$ cat src/rtl/branch_pkg.sv
// branch_pkg: shared state, comparator encodings and drain counter width
package branch_pkg;
  typedef enum logic [1:0] {IDLE, REDIRECT, DRAIN} state_e;
  typedef enum logic [2:0] {BR_NONE, BR_BEQ, BR_BNE, BR_BLT, BR_BGE} br_ctrl_e;
  localparam int DRAIN_W = 4;
endpackage

$ cat src/rtl/branch_target_calc.sv
// branch_target_calc: branch/jump target adder with JALR bit0 mask and misalign detect
module branch_target_calc #(
  parameter int XLEN = 32
) (
  input  logic [XLEN-1:0] i_pc,
  input  logic [XLEN-1:0] i_imm,
  input  logic [XLEN-1:0] i_rs1,
  input  logic            i_is_jalr,
  output logic [XLEN-1:0] o_target,
  output logic            o_misalign
);
  logic [XLEN-1:0] w_sum;
  always_comb begin
    w_sum      = (i_is_jalr ? i_rs1 : i_pc) + i_imm;
    o_target   = i_is_jalr ? {w_sum[XLEN-1:1], 1'b0} : w_sum;
    o_misalign = o_target[1];
  end
endmodule

$ cat src/rtl/branch_redirect_ctrl.sv
// branch_redirect_ctrl: resolves EX branches/jumps, issues the fetch redirect,
// flushes younger stages for a drain window and keeps branch statistics
module branch_redirect_ctrl
  import branch_pkg::*;
#(
  parameter int XLEN         = 32,
  parameter int DRAIN_CYCLES = 1,
  parameter int CNT_W        = 16
) (
  input  logic             clk,
  input  logic             rst_n,
  input  logic             ex_valid,
  input  logic [2:0]       ex_br_ctrl,
  input  logic             ex_is_jal,
  input  logic             ex_is_jalr,
  input  logic             br_true,
  input  logic [XLEN-1:0]  ex_pc,
  input  logic [XLEN-1:0]  ex_imm,
  input  logic [XLEN-1:0]  ex_rs1,
  input  logic             redirect_ready,
  input  logic             cnt_clr,
  output logic             redirect_valid,
  output logic [XLEN-1:0]  redirect_pc,
  output logic             flush_if_id,
  output logic             flush_id_ex,
  output logic             busy,
  output logic             misalign_err,
  output logic [CNT_W-1:0] br_cnt,
  output logic [CNT_W-1:0] taken_cnt
);
  state_e             r_state, w_next;
  logic [DRAIN_W-1:0] r_drain;
  logic [XLEN-1:0]    r_pc, w_target;
  logic [CNT_W-1:0]   r_br, r_tk;
  logic               r_mis, w_mis, w_cond, w_resolve, w_taken, w_go, w_hs;

  branch_target_calc #(.XLEN(XLEN)) u_calc (
    .i_pc       (ex_pc),
    .i_imm      (ex_imm),
    .i_rs1      (ex_rs1),
    .i_is_jalr  (ex_is_jalr),
    .o_target   (w_target),
    .o_misalign (w_mis)
  );

  // jumps outrank the comparator, so a jump with a stray br_ctrl is not counted
  always_comb begin
    w_cond    = !ex_is_jal && !ex_is_jalr && ex_br_ctrl != 3'(BR_NONE) && ex_br_ctrl <= 3'(BR_BGE);
    w_resolve = r_state == IDLE && ex_valid;
    w_taken   = ex_is_jal || ex_is_jalr || (w_cond && br_true);
    w_go      = w_resolve && w_taken && !w_mis;
    w_hs      = r_state == REDIRECT && redirect_ready;
  end

  always_ff @(posedge clk or negedge rst_n)
    if (!rst_n) r_state <= IDLE;
    else        r_state <= w_next;

  always_comb begin
    w_next = r_state;
    unique case (r_state)
      IDLE:     w_next = w_go ? REDIRECT : IDLE;
      REDIRECT: w_next = !redirect_ready ? REDIRECT : (DRAIN_CYCLES == 0 ? IDLE : DRAIN);
      DRAIN:    w_next = r_drain == DRAIN_W'(1) ? IDLE : DRAIN;
      default:  w_next = IDLE;
    endcase
  end

  always_comb begin
    redirect_valid = r_state == REDIRECT;
    flush_id_ex    = r_state == REDIRECT;
    flush_if_id    = r_state != IDLE;
    busy           = r_state != IDLE;
    redirect_pc    = r_pc;
    misalign_err   = r_mis;
    br_cnt         = r_br;
    taken_cnt      = r_tk;
  end

  always_ff @(posedge clk or negedge rst_n)
    if (!rst_n) begin
      r_pc    <= '0;
      r_mis   <= 1'b0;
      r_drain <= '0;
    end else begin
      r_pc    <= w_go ? w_target : r_pc;
      r_mis   <= w_resolve && w_taken && w_mis;
      r_drain <= w_hs ? DRAIN_W'(DRAIN_CYCLES) : (r_state == DRAIN ? r_drain - DRAIN_W'(1) : r_drain);
    end

  // saturating statistics; clear beats a same-cycle increment
  always_ff @(posedge clk or negedge rst_n)
    if (!rst_n) begin
      r_br <= '0;
      r_tk <= '0;
    end else begin
      r_br <= cnt_clr ? '0 : (w_resolve && w_cond && r_br != '1) ? r_br + CNT_W'(1) : r_br;
      r_tk <= cnt_clr ? '0 : (w_resolve && w_cond && br_true && r_tk != '1) ? r_tk + CNT_W'(1) : r_tk;
    end
endmodule
$ cat config.mk
export PLATFORM = sky130hd
export DESIGN_NAME = branch_redirect_ctrl
export DESIGN_NICKNAME = d
export VERILOG_FILES = /design/src/rtl/branch_pkg.sv /design/src/rtl/branch_target_calc.sv /design/src/rtl/branch_redirect_ctrl.sv
export SDC_FILE = /design/constraint.sdc
export NUM_CORES = 1
export LEC_CHECK = 0
export BUFFER_PORTS_ARGS = -buffer_cell sky130_fd_sc_hd__clkbuf_2
export CAP_MARGIN = 20
export CORE_MARGIN = 3
export CORE_UTILIZATION = 40
export DETAILED_ROUTE_END_ITERATION = 6
export PLACE_DENSITY = 0.63
export SYNTH_ARGS = -nofsm -noshare
export SYNTH_HDL_FRONTEND = slang
export SYNTH_SLANG_ARGS = --single-unit
$ cat constraint.sdc
create_clock -name clk -period 2.6 [get_ports clk]
set_input_delay 0.65 -clock clk [delete_from_list [all_inputs] [get_ports clk]]
set_output_delay 0.65 -clock clk [all_outputs]
set_load 0.01 [all_outputs]
==> results.sh <==
export IMPL_overflow=0
export IMPL_path_depth=15
export IMPL_status="finished, violations left"
export IMPL_routed_wirelength_um=15200
export IMPL_dp_final_hpwl_um=11400
export IMPL_cts_sinks=71
export IMPL_dieWidth_um=119
export IMPL_drive_above_1_share_pct=49.0
export IMPL_cp_startpoint="ex_is_jalr"
export IMPL_vdd_drop_max_mv=0.304
export IMPL_violations="negative setup slack"
export IMPL_ys_warn_count=0
export IMPL_worst_setup_path_type="input pin to register"
export IMPL_p_switching_uw=1730
export IMPL_routedWlPerCell_um=14.9
export IMPL_crit_slowest_cell="fa_2"
export IMPL_clockPowerShare_pct=26.1
export IMPL_clk_pin_slew_worst_paths_ns=0.06
export IMPL_antenna_found_initial=1
export IMPL_required_ns=2.81
export IMPL_grt_max_degree=72
export IMPL_power_density_nw_per_um2=622
export IMPL_power_frac_comb_pct=42.6
export IMPL_cp_arrival_ns=3.22
export IMPL_p_int_uw=3260
export IMPL_via_count=5255
export IMPL_finalHoldViolations=0
export IMPL_power_leakage_uw=0.00394
export IMPL_ios=176
export IMPL_synth_largest_area_cell="dfrtp_1"
export IMPL_drt_iter0_drc=310
export IMPL_cts_buffer_depth=2
export IMPL_antenna_left=0
export IMPL_path_cells="clkbuf_16 > mux2_4 > ha_4 > fa_2 > a21oi_2 > nor2b_1 > a311o_1 > buf_4 > buf_6 > a31oi_4 > o21ai_2 > a21o_1 > a21oi_2 > xor2_1 > o21ai_1"
export IMPL_finalNonFillerCells=1022
export IMPL_post_route_min_period_ns=3.02
export IMPL_grt_pass1_wl_um=25200
export IMPL_max_clock_freq_mhz=331
export IMPL_worst_pin_slew_ns=0.647
export IMPL_drc_errors=0
export IMPL_cts_hold_buffers=0
export IMPL_synth_edf_count=0
export IMPL_ys_seq_area_share_pct=35.1
export IMPL_synth_net_count=699
export IMPL_syn_area_um2=5060
export IMPL_initial_utilization_pct=41.5
export IMPL_finClkSkew_ns=0.00630
export IMPL_crit_top_cell="a21oi_2"
export IMPL_ys_ff_latch=71
export IMPL_ff2ff_path_depth=9
export IMPL_ys_types=59
export IMPL_setup_violations=23
export IMPL_startpoint_type="input pin"
export IMPL_synth_area_top_cells="dfrtp_1, ha_1, mux2_2"
export IMPL_syn2layout_area_growth_pct=58.2
export IMPL_max_stage_delay_ns=0.38
export IMPL_finalWorstSetupSlack_ns=-0.417
export IMPL_synth_main_ff_cell="dfrtp_1"
export IMPL_endpoint_kind="register"
export IMPL_rsz0062_at_grt="true"
export IMPL_slew_headroom_pct=56.9
export IMPL_num_nets_final=991
export IMPL_drv_cap=0
export IMPL_rows=40
export IMPL_die_h_um=119
export IMPL_grt_use_total_pct=21.4
export IMPL_synthArstFlopShare_pct=100
export IMPL_drv_slew=0
export IMPL_sw_frac_of_total_pct=34.7
export IMPL_insertion_delay_ns=0.33
export IMPL_cts_tree="done"
export IMPL_yosysTopAreaCellShare_pct=35.1
export IMPL_place_congestion=0.898
export IMPL_yosysMostFrequentCell="dfrtp_1"
export IMPL_port_buffers=175
export IMPL_cts_buffers=9
export IMPL_die_area_um2=14000
export IMPL_path_max_fanout=6
export IMPL_synthTopCellsByCount="dfrtp_1, nand2_1, nor2_1, ha_1, xor2_1"
export IMPL_via_per_inst=5.14
export IMPL_path_delay_family="compound AO/OA/AOI/OAI gates"
export IMPL_syn_avg_cell_area_um2=9.11
export IMPL_grt_pass1_vias=5388
export IMPL_dpl_cell_count=985
export IMPL_reg2reg_from="taken_cnt[3]"
export IMPL_finalCritPeriodShare_pct=116
export IMPL_design_area_um2=8010
export IMPL_r2r_setup_slack_ns=0.19
export IMPL_hold_path_class="input pin to async pin"
export IMPL_worst_path_buf_inv=3
export IMPL_cts_htree_levels=3
export IMPL_synthCells=556
export IMPL_drt_pass1_iterations=4
export IMPL_p_seq_share_pct=31.3
export IMPL_placed_area_um2=7050
export IMPL_fp_coreArea_um2=12200
export IMPL_root_buffer="clkbuf_16"
-- state kept, by name (all words and copies together), names as in the netlist --
register / count
r_state: 2
r_drain: 4
br_cnt: 16
redirect_pc: 32
taken_cnt: 16
misalign_err: 1
-- cells by family after synthesis --
family,count (synthesis),share of synthesized area (%)
fa+ha+maj,36,9.04
flops,71,35.1
buf+inv,33,2.69
compound gates,134,17.4
mux,35,7.71
simple gates,188,17.9
xor+xnor,59,10.2
-- timing repair --
action | 4_1_cts | 5_1_grt
setup buffers | 13 | 5
pin swaps | 29 | 32
gates resized for setup | 43 | 42
cloned | 1 | 1
setup endpoints to repair | 24 | 25
-- final cells by class --
class	instances	area (um2)
Timing Repair Buffer	302	1960
Sequential cell	71	1780
Clock inverter	4	51.3
Inverter	12	45.0
Fill cell	1031	4200
Clock buffer	12	267
Antenna cell	1	2.50
Tap cell	168	210
Multi-Input combinational cell	452	3700
-- per-stage QoR --
step	setup WS (ns)	util, %	power (uW)	TNS, ns	hold slack (ns)
floorplan	-0.663	-	2610	-10.62	0.354
global placement	-0.808	57.8	3410	-17.79	0.463
detailed placement	-0.884	57.8	3450	-19.19	0.473
CTS	-0.442	63.1	4890	-5.39	0.349
global route	-0.552	65.6	5320	-8.50	0.372
finish	-0.417	65.6	4990	-5.59	0.345
-- power groups by stage --
| stage | logic (uW) | clock network [uW] | registers (uW) |
|---|---|---|---|
| after floorplan | 963 | 0 | 1650 |
| after global placement | 1840 | 0 | 1570 |
| after detailed placement | 1870 | 0 | 1580 |
| after CTS | 2000 | 1330 | 1560 |
| after global routing | 2340 | 1380 | 1600 |
| final | 2130 | 1300 | 1560 |
-- routing by layer --
| metal | vias to the layer above | part of all wire (%) | routed length [um] | global-route usage, % |
|---|---|---|---|---|
| li1 | 2586 | - | - | - |
| met1 | 2482 | 44 | 6640 | 28.3 |
| met2 | 165 | 50 | 7570 | 36.2 |
| met3 | 22 | 5.1 | 781 | 2.92 |
| met4 | 0 | 1.5 | 226 | 6.88 |
| met5 | - | 0 | 0 | 0 |
-- placed cells by master (no fill, tap or decap), types with 20 or more instances in the layout --
cell type,netlist,routed
mux2_2,32,20
nor2_1,47,43
buf_4,2,114
xnor2_1,26,23
o21ai_1,19,27
clkbuf_2,0,173
xor2_1,33,33
dfrtp_1,71,71
ha_4,0,20
nand2_1,68,64
a21oi_1,31,24
-- final timing paths --
check                                  end
min reg2reg                 redirect_pc[4]
min                             br_cnt[14]
max in group asynchronous  redirect_pc[20]
max reg2reg                   taken_cnt[6]
max                        redirect_pc[12]
min in group clk            redirect_pc[4]
(Power assumes the default switching activity.)
